File: src/rtl/pipelined_barrel_shifter_if.sv
// Handshake bundle for the pipelined barrel shifter.
// master drives operands and out_ready; slave is the shifter.
interface pipelined_barrel_shifter_if #(
    parameter int WIDTH = 68,
    parameter int AMT_W = 7,
    parameter int TAG_W = 4
);
    logic             in_valid;
    logic             in_ready;
    logic [WIDTH-1:0] in_data;
    logic [AMT_W-1:0] in_amt;
    logic [1:0]       in_mode;
    logic [TAG_W-1:0] in_tag;
    logic             out_valid;
    logic             out_ready;
    logic [WIDTH-1:0] out_data;
    logic [TAG_W-1:0] out_tag;

    modport master (
        output in_valid, in_data, in_amt, in_mode, in_tag, out_ready,
        input  in_ready, out_valid, out_data, out_tag
    );

    modport slave (
        input  in_valid, in_data, in_amt, in_mode, in_tag, out_ready,
        output in_ready, out_valid, out_data, out_tag
    );
endinterface

File: src/rtl/pipelined_barrel_shifter.sv
// Pipelined multi-mode barrel shifter (SRL/SRA/SLL/ROR) with
// valid/ready flow control and a sideband tag per operand.
module pipelined_barrel_shifter #(
    parameter int WIDTH       = 68,
    parameter int AMT_W       = 7,
    parameter int LVL_PER_STG = 2,
    parameter int TAG_W       = 4
) (
    input logic clk,
    input logic rst,
    pipelined_barrel_shifter_if.slave bus
);
    localparam int LVLS = $clog2(WIDTH);
    localparam int NSTG = (LVLS + LVL_PER_STG - 1) / LVL_PER_STG;
    localparam int AIW  = (AMT_W > 1) ? $clog2(AMT_W) : 1;

    localparam logic [1:0] MODE_SRL = 2'b00;
    localparam logic [1:0] MODE_SRA = 2'b01;
    localparam logic [1:0] MODE_SLL = 2'b10;
    localparam logic [1:0] MODE_ROR = 2'b11;

    localparam logic [AMT_W:0] WID_A = WIDTH[AMT_W:0];

    logic [NSTG-1:0]  vld_q, vld_d;
    logic [NSTG-1:0]  adv;
    logic [WIDTH-1:0] data_q [NSTG];
    logic [WIDTH-1:0] data_d [NSTG];
    logic [AMT_W-1:0] amt_q  [NSTG];
    logic [AMT_W-1:0] amt_d  [NSTG];
    logic [1:0]       mode_q [NSTG];
    logic [1:0]       mode_d [NSTG];
    logic [TAG_W-1:0] tag_q  [NSTG];
    logic [TAG_W-1:0] tag_d  [NSTG];
    logic             rdy_q, rdy_d;

    logic [NSTG-1:0]  src_vld;
    logic [WIDTH-1:0] src_data [NSTG];
    logic [AMT_W-1:0] src_amt  [NSTG];
    logic [1:0]       src_mode [NSTG];
    logic [TAG_W-1:0] src_tag  [NSTG];

    logic             in_fire;
    logic             over;
    logic [AMT_W:0]   amt_mod;
    logic [WIDTH-1:0] pre_data;
    logic [AMT_W-1:0] pre_amt;

    // One mux level: shift by s in the given mode
    function automatic logic [WIDTH-1:0] lvl(
        input logic [WIDTH-1:0] d,
        input logic [1:0]       m,
        input int unsigned      s
    );
        logic [WIDTH-1:0] r;
        unique case (m)
            MODE_SRL: r = d >> s;
            MODE_SRA: r = WIDTH'($signed(d) >>> s);
            MODE_SLL: r = d << s;
            default:  r = (d >> s) | (d << (WIDTH - s));
        endcase
        return r;
    endfunction

    // Levels owned by stage k, each gated by its amount bit
    function automatic logic [WIDTH-1:0] stage_shift(
        input logic [WIDTH-1:0] d,
        input logic [AMT_W-1:0] a,
        input logic [1:0]       m,
        input int               k
    );
        logic [WIDTH-1:0] r;
        int i;
        r = d;
        for (int j = 0; j < LVL_PER_STG; j++) begin
            i = k * LVL_PER_STG + j;
            if (i < LVLS) begin
                if (a[i[AIW-1:0]]) r = lvl(r, m, 32'd1 << i);
            end
        end
        return r;
    endfunction

    // Stage k may move when any stage from k onward has a hole
    always_comb begin
        logic all_full;
        all_full = 1'b1;
        adv = '0;
        for (int k = NSTG - 1; k >= 0; k--) begin
            all_full = all_full & vld_q[k];
            adv[k] = bus.out_ready | ~all_full;
        end
    end

    assign rdy_d        = 1'b1;
    assign bus.in_ready = adv[0] & rdy_q;
    assign in_fire      = bus.in_valid & bus.in_ready;

    // Resolve over-range amounts before any mux level
    always_comb begin
        over     = {1'b0, bus.in_amt} >= WID_A;
        amt_mod  = {1'b0, bus.in_amt} % WID_A;
        pre_data = bus.in_data;
        pre_amt  = bus.in_amt;
        if (over) begin
            unique case (bus.in_mode)
                MODE_SRL, MODE_SLL: begin
                    pre_data = '0;
                    pre_amt  = '0;
                end
                MODE_SRA: begin
                    pre_data = {WIDTH{bus.in_data[WIDTH-1]}};
                    pre_amt  = '0;
                end
                default: pre_amt = amt_mod[AMT_W-1:0];
            endcase
        end
    end

    // Source of each stage: the input port or the previous stage
    always_comb begin
        src_vld[0]  = in_fire;
        src_data[0] = pre_data;
        src_amt[0]  = pre_amt;
        src_mode[0] = bus.in_mode;
        src_tag[0]  = bus.in_tag;
        for (int k = 1; k < NSTG; k++) begin
            src_vld[k]  = vld_q[k-1];
            src_data[k] = data_q[k-1];
            src_amt[k]  = amt_q[k-1];
            src_mode[k] = mode_q[k-1];
            src_tag[k]  = tag_q[k-1];
        end
    end

    // Advance or hold every stage register
    always_comb begin
        for (int k = 0; k < NSTG; k++) begin
            vld_d[k]  = vld_q[k];
            data_d[k] = data_q[k];
            amt_d[k]  = amt_q[k];
            mode_d[k] = mode_q[k];
            tag_d[k]  = tag_q[k];
            if (adv[k]) begin
                vld_d[k]  = src_vld[k];
                data_d[k] = stage_shift(src_data[k], src_amt[k],
                                        src_mode[k], k);
                amt_d[k]  = src_amt[k];
                mode_d[k] = src_mode[k];
                tag_d[k]  = src_tag[k];
            end
        end
    end

    // Pipeline state; reset drops everything in flight
    always_ff @(posedge clk or posedge rst) begin
        if (rst) begin
            vld_q <= '0;
            rdy_q <= 1'b0;
            for (int k = 0; k < NSTG; k++) begin
                data_q[k] <= '0;
                amt_q[k]  <= '0;
                mode_q[k] <= '0;
                tag_q[k]  <= '0;
            end
        end else begin
            vld_q <= vld_d;
            rdy_q <= rdy_d;
            for (int k = 0; k < NSTG; k++) begin
                data_q[k] <= data_d[k];
                amt_q[k]  <= amt_d[k];
                mode_q[k] <= mode_d[k];
                tag_q[k]  <= tag_d[k];
            end
        end
    end

    assign bus.out_valid = vld_q[NSTG-1];
    assign bus.out_data  = data_q[NSTG-1];
    assign bus.out_tag   = tag_q[NSTG-1];
endmodule

File: src/flat_wrapper.sv
// flat-port wrapper written by rule: the top's interface ports become plain ports
module pipelined_barrel_shifter_flat 
#(
    parameter int WIDTH       = 68,
    parameter int AMT_W       = 7,
    parameter int LVL_PER_STG = 2,
    parameter int TAG_W       = 4
)
  (clk, rst, bus_in_valid, bus_in_data, bus_in_amt, bus_in_mode, bus_in_tag, bus_out_ready, bus_in_ready, bus_out_valid, bus_out_data, bus_out_tag);
  pipelined_barrel_shifter_if #(.WIDTH(WIDTH), .AMT_W(AMT_W), .TAG_W(TAG_W)) bus_i ();
  input logic clk;
  input logic rst;
  input wire logic [$bits(bus_i.in_valid)-1:0] bus_in_valid;
  input wire logic [$bits(bus_i.in_data)-1:0] bus_in_data;
  input wire logic [$bits(bus_i.in_amt)-1:0] bus_in_amt;
  input wire logic [$bits(bus_i.in_mode)-1:0] bus_in_mode;
  input wire logic [$bits(bus_i.in_tag)-1:0] bus_in_tag;
  input wire logic [$bits(bus_i.out_ready)-1:0] bus_out_ready;
  output wire logic [$bits(bus_i.in_ready)-1:0] bus_in_ready;
  output wire logic [$bits(bus_i.out_valid)-1:0] bus_out_valid;
  output wire logic [$bits(bus_i.out_data)-1:0] bus_out_data;
  output wire logic [$bits(bus_i.out_tag)-1:0] bus_out_tag;
  assign bus_i.in_valid = bus_in_valid;
  assign bus_i.in_data = bus_in_data;
  assign bus_i.in_amt = bus_in_amt;
  assign bus_i.in_mode = bus_in_mode;
  assign bus_i.in_tag = bus_in_tag;
  assign bus_i.out_ready = bus_out_ready;
  assign bus_in_ready = bus_i.in_ready;
  assign bus_out_valid = bus_i.out_valid;
  assign bus_out_data = bus_i.out_data;
  assign bus_out_tag = bus_i.out_tag;
  pipelined_barrel_shifter #(.WIDTH(WIDTH), .AMT_W(AMT_W), .LVL_PER_STG(LVL_PER_STG), .TAG_W(TAG_W)) u_core (.clk(clk), .rst(rst), .bus(bus_i));
endmodule
File: config.mk
export PLATFORM = sky130hd
export DESIGN_NAME = pipelined_barrel_shifter_flat
export DESIGN_NICKNAME = d
export VERILOG_FILES = /design/src/rtl/pipelined_barrel_shifter_if.sv /design/src/rtl/pipelined_barrel_shifter.sv /design/src/flat_wrapper.sv
export SDC_FILE = /design/constraint.sdc
export NUM_CORES = 1
export LEC_CHECK = 0
export BUFFER_PORTS_ARGS = -buffer_cell sky130_fd_sc_hd__buf_2
export CAP_MARGIN = 30
export CORE_ASPECT_RATIO = 1.5
export CORE_MARGIN = 2
export CORE_UTILIZATION = 48
export CTS_CLUSTER_SIZE = 12
export DETAILED_ROUTE_END_ITERATION = 10
export PLACE_DENSITY = 0.66
export SYNTH_ARGS = -nofsm -noshare
export SYNTH_HDL_FRONTEND = slang
export SYNTH_SLANG_ARGS = --single-unit
export TNS_END_PERCENT = 20
File: constraint.sdc
create_clock -name clk -period 11.06 [get_ports clk]
set_clock_uncertainty 0.05 [all_clocks]
set_input_delay 1.106 -clock clk [delete_from_list [all_inputs] [get_ports clk]]
set_output_delay 1.106 -clock clk [all_outputs]
set_load 0.02 [all_outputs]
# Word level (Yosys, flattened, before mapping)
# Index checks and enable logic that the tools add are counted.
# W data, S select, Z words.
# totals
regBits	320
latch_bits	0
mem_bits_rw	0
mem_bits_ro	0
output_inout_bits	74
wordCells	76
n_memories	0
# op_classes
n_addsub	0
mul	0
n_div	1
n_lt_le_gt_ge	1
n_eq_ne	8
shift	0
muxes	21
n_bitwise	20
n_reduce_logical	6
# ops
op	n
$pmux W68 S3	7
$mux W68	11
$pmux W68 S2	1
$or A36 B68 Y68	1
$or A4 B68 Y68	1
$or A52 B68 Y68	1
$or A60 B68 Y68	1
$or A64 B68 Y68	1
$or A66 B68 Y68	1
$or A67 B68 Y68	1
$mux W7	2
$eq A2 B1 Y1 const B	4
$eq A2 B2 Y1 const B	4
$logic_not A2 Y1	4
$mod A7 B7 Y8 const B	1
$ge A7 B7 Y1 const B	1
$and A1 B1 Y1	5
$not A1 Y1	4
$or A1 B1 Y1	4
$reduce_or A3 Y1	1
$reduce_or A2 Y1	1

# Depth between registers and ports, before layout
# logic_depth
ltp_word	11
mapped_depth	10
ltp_nobuf	5

# Worst setup path after synthesis
# Ideal clock, no wire load.
# synth_path
kind	input to output
start	in bus_out_ready
end	out bus_in_ready
arrival_ns	2.471
required_ns	9.904
path_slack_ns	7.433
cell_stages	7
n_path_buf	4
cell_sequence	and4b_1 clkbuf_1 clkbuf_1 nand2_1 clkbuf_1 clkbuf_1 and2_1
# synth_between
elab_chain_cells	2
# synth_lines
item	line_no	source
start, declared	flat_wrapper.sv:18	input wire logic [$bits(bus_i.out_ready)-1:0] bus_out_ready;
$or A1 B1 Y1	pipelined_barrel_shifter.sv:90	adv[k] = bus.out_ready | ~all_full;
$and A1 B1 Y1	pipelined_barrel_shifter.sv:95	assign bus.in_ready = adv[0] & rdy_q;
end, declared	flat_wrapper.sv:19	output wire logic [$bits(bus_i.in_ready)-1:0] bus_in_ready;
# Every way passes these cells.

# Final worst setup path
# layout_path
start	reg u_core.amt_q[18] (netlist bit)
end	reg u_core.data_q[77] (netlist bit)
# layout_between
elab_chain_cells	5
# layout_lines
item	line_no	source
start, declared	pipelined_barrel_shifter.sv:28	logic [AMT_W-1:0] amt_q [NSTG];
start signal, assigned by index	pipelined_barrel_shifter.sv:170	amt_q[k] <= amt_d[k];
$mux W68 *	pipelined_barrel_shifter.sv:77	if (a[i[AIW-1:0]]) r = lvl(r, m, 32'd1 << i);
$mux W68 *	pipelined_barrel_shifter.sv:143	if (adv[k]) begin
$or A36 B68 Y68	pipelined_barrel_shifter.sv:59	default: r = (d >> s) | (d << (WIDTH - s));
$pmux W68 S3	pipelined_barrel_shifter.sv:55	unique case (m)
$mux W68 *	pipelined_barrel_shifter.sv:77	
end signal, assigned by index	pipelined_barrel_shifter.sv:169	data_q[k] <= data_d[k];
end, declared	pipelined_barrel_shifter.sv:26	logic [WIDTH-1:0] data_q [NSTG];
# Mark *: on every way between the ends. The rest lies on a longest branch, timed or not. The select of a mux whose other input is x is not followed.
# A chain may end at the register's enable or synchronous reset.

==> results.ini <==
[run_status]
outcome = finished, final reports clean

[setup_path]
cp_top_family = compound AO/OA/AOI/OAI gates
cp-end-kind = register
timing.critical_path.cells = buf_4 > and2_1 > a21oi_1 > o221ai_1 > o21a_1
setup.worst_path.class = reg2reg
crit_path_dat_ns = 3.99
critical-path-slowest-cell = sky130_fd_sc_hd__dfrtp_4
worstSetupStartpointType = register
timing.critical_path.buf_inv = 1
cp_max_fo = 79
required_ns = 11.54
timing.critical_path.slowest_cell_delay_ns = 0.85

[timing]
total_negative_setup_slacks_ns = 0
final_hold_viol_count = 0
post-route-worst-setup-slack_ns = 7.55
worst-slew-pin-transition_ns = 1.13
period_needed_ns = 3.51
min_period_over_period = 0.318
relSlewSlack = 0.242
drv_slew = 0
maxClockFrequency_ghz = 0.285
grt_setup_unrepaired = false
timing.final.setup_violations = 0

[clock_network]
tritoncts = built
clock_latency_ns = 0.59
cts_setup_buffers = 0
htree_num_levels = 1
clk_transition_reported_paths_ns = 0.06
tritoncts_num_sinks = 308
clock_tree.buffer_depth = 3
cts_hold_buf = 0
cts-root-buf = sky130_fd_sc_hd__clkbuf_16
cts_made_buffers = 31
cts_resized = 0

[route]
drt_pass1_iterations = 6
drtIter0Drc = 1852
routedWlPerCell_um = 23.8
wl_mm = 73.8
route.antenna.remaining_nets = 0
drc = 0
via_count = 20500
routed_via_density = 6.62

[yosys]
edff_count_synth = 0
postSynthRegisterBits = 308
syn_area_per_cell_um2 = 8.37
synth-seq-area-share = 0.352
netlist-cell-type-count = 76
synthFlopType = sky130_fd_sc_hd__dfrtp_1
synth.cell_area_um2 = 21900
synthArstFlopShare = 1.00
syn-instance-count = 2612
syn_nets = 2697
number_of_warning_messages_in_the_yosys_log = 0

[placed_design]
dp.final_hpwl_mm = 54.1
last_weighted_congestion_value_of_the_routability_driven_placer = 0.966
postPlaceCellArea_um2 = 22200
port_buffers = 158
place_ws_ns = 7.34

[floorplan]
floorplan.rows = 95
fp.coreArea_um2 = 44900
die_w_um = 178
floorplan.initialDensity = 0.487
die-area_um2 = 47300
i_o_pin_count = 159
dieHeight_um = 265

[power_and_ir_drop]
p_seq_frac = 0.442
clock_power_share = 0.259
static-leakage-power_uw = 0.00921
max-vdd-ir-drop_v = 0.000103
p_comb_frac = 0.299
power.switching_fraction = 0.373
power_report.internal_total_uw = 2350
power.density_nw_per_um2 = 162
power.switching_uw = 1400

[global_route]
grt.total_usage = 0.309
first_pass_grt_wire_length_mm = 115
grt.met3_usage = 0.0296
grt_max_degree = 113
grt_antenna_before_repair = 1
gr-max-usage-layer = met2
grt_util_met1 = 0.378
overflow = 0
first_global_vias = 19600
met2_usage = 0.503

[layout]
most-common-layout-cells = 424 x sky130_fd_sc_hd__nand2_1, 304 x sky130_fd_sc_hd__dfrtp_1, 254 x sky130_fd_sc_hd__nor2_1
final_antenna_diode_count = 0
most_common_cell_after_layout_fill_and_taps_aside = sky130_fd_sc_hd__nand2_1
layout-drive-gt1-share = 0.170
finalInstanceArea_um2 = 23200
flow.area_growth_from_synthesis_pct = 5.86
finish.net_count = 2595

[worst_hold_path]
worst_hold_path_type = reg2reg

[run]
max_cap_viol_count = 0

==> worst register-to-register path, cell delays in order (launching register included) <==
cell and delay (ns):
sky130_fd_sc_hd__dfrtp_4 0.85, sky130_fd_sc_hd__buf_4 0.77, sky130_fd_sc_hd__and2_1 0.77, sky130_fd_sc_hd__a21oi_1 0.16, sky130_fd_sc_hd__o221ai_1 0.65, sky130_fd_sc_hd__o21a_1 0.22
==> metrics by stage <==
step           total power (uW)  hold slack [ns]  instances   util
6_report                   3760            0.413       3106  0.515
5_1_grt                    3940            0.442       3106  0.515
4_1_cts                    3760            0.420       3102  0.513
3_5_place_dp               2780            0.406       3055  0.493
3_3_place_gp               2750            0.400       3052  0.492
2_1_floorplan              2450            0.385       2612      -
==> path summary, 6_finish.rpt <==
| path | slack (ns) | to | startpoint | cells after the start |
|---|---|---|---|---|
| min in group asynchronous | 0.54 | u_core.amt_q[27] | rst | 2 |
| worst max register to register | 7.55 | u_core.data_q[77] | u_core.amt_q[18] | 5 |
| worst min-delay path | 0.41 | u_core.src_tag[0] | u_core.src_tag[0] | 2 |
| worst min register to register | 0.41 | u_core.src_tag[0] | u_core.src_tag[0] | 2 |
| max in group asynchronous | 8.90 | u_core.amt_q[18] | rst | 3 |
| worst max-delay path | 7.55 | u_core.data_q[77] | u_core.amt_q[18] | 5 |
==> power groups by stage <==
stage / clock network [uW] / logic [uW] / registers [uW]
final: 973 / 1120 / 1660
after global routing: 1030 / 1230 / 1680
after CTS: 989 / 1120 / 1650
after detailed placement: 0 / 1110 / 1670
after global placement: 0 / 1090 / 1660
after floorplan: 0 / 936 / 1520
==> routing by layer <==
metal	vias to the layer above	routed length, um
li1	9364	-
met1	9868	27900
met5	-	0
met4	0	6530
met3	264	4620
met2	1053	34800
==> cells by family after synthesis <==
family | count (synthesis) | share of synthesized area
compound gates | 916 | 0.284
buf+inv | 357 | 0.0771
flops | 308 | 0.352
mux | 170 | 0.120
other cells | 1 | 0.000171
simple gates | 860 | 0.167
==> Yosys cell counts, types with 31 or more instances <==
library cell | count | area [um^2]
sky130_fd_sc_hd__mux2i_1 | 42 | 420
sky130_fd_sc_hd__o22a_1 | 35 | 307
sky130_fd_sc_hd__buf_4 | 71 | 533
sky130_fd_sc_hd__o22ai_1 | 39 | 244
sky130_fd_sc_hd__nor2_1 | 254 | 953
sky130_fd_sc_hd__nor2b_1 | 33 | 206
sky130_fd_sc_hd__a2bb2oi_1 | 31 | 272
sky130_fd_sc_hd__mux4_2 | 67 | 1510
sky130_fd_sc_hd__o21ai_0 | 141 | 706
sky130_fd_sc_hd__buf_2 | 45 | 225
sky130_fd_sc_hd__a311oi_1 | 52 | 455
sky130_fd_sc_hd__nand2_1 | 427 | 1600
sky130_fd_sc_hd__a31oi_1 | 40 | 250
sky130_fd_sc_hd__nor3_1 | 39 | 195
sky130_fd_sc_hd__dfrtp_1 | 308 | 7710
sky130_fd_sc_hd__o221ai_1 | 56 | 490
sky130_fd_sc_hd__mux2_2 | 61 | 687
sky130_fd_sc_hd__o31ai_1 | 79 | 593
sky130_fd_sc_hd__a21oi_1 | 253 | 1270
sky130_fd_sc_hd__clkbuf_1 | 193 | 724
==> flip-flops by register name (all words and copies together), names as in the netlist <==
name,cells
u_core.amt_q,9
u_core.bus.out_data,68
u_core.bus.out_tag,4
u_core.data_q,204
u_core.mode_q,6
u_core.rdy_q,1
u_core.src_tag,12
u_core.vld_q,4
==> final cells by class <==
class / count / area, um^2
Clock buffer: 42 / 847
Clock inverter: 5 / 36.3
Fill cell: 4274 / 21800
Inverter: 21 / 86.3
Multi-Input combinational cell: 1947 / 12500
Sequential cell: 308 / 7720
Tap cell: 582 / 728
Timing Repair Buffer: 201 / 1210
Note: power is estimated with default switching activity, not from simulation.
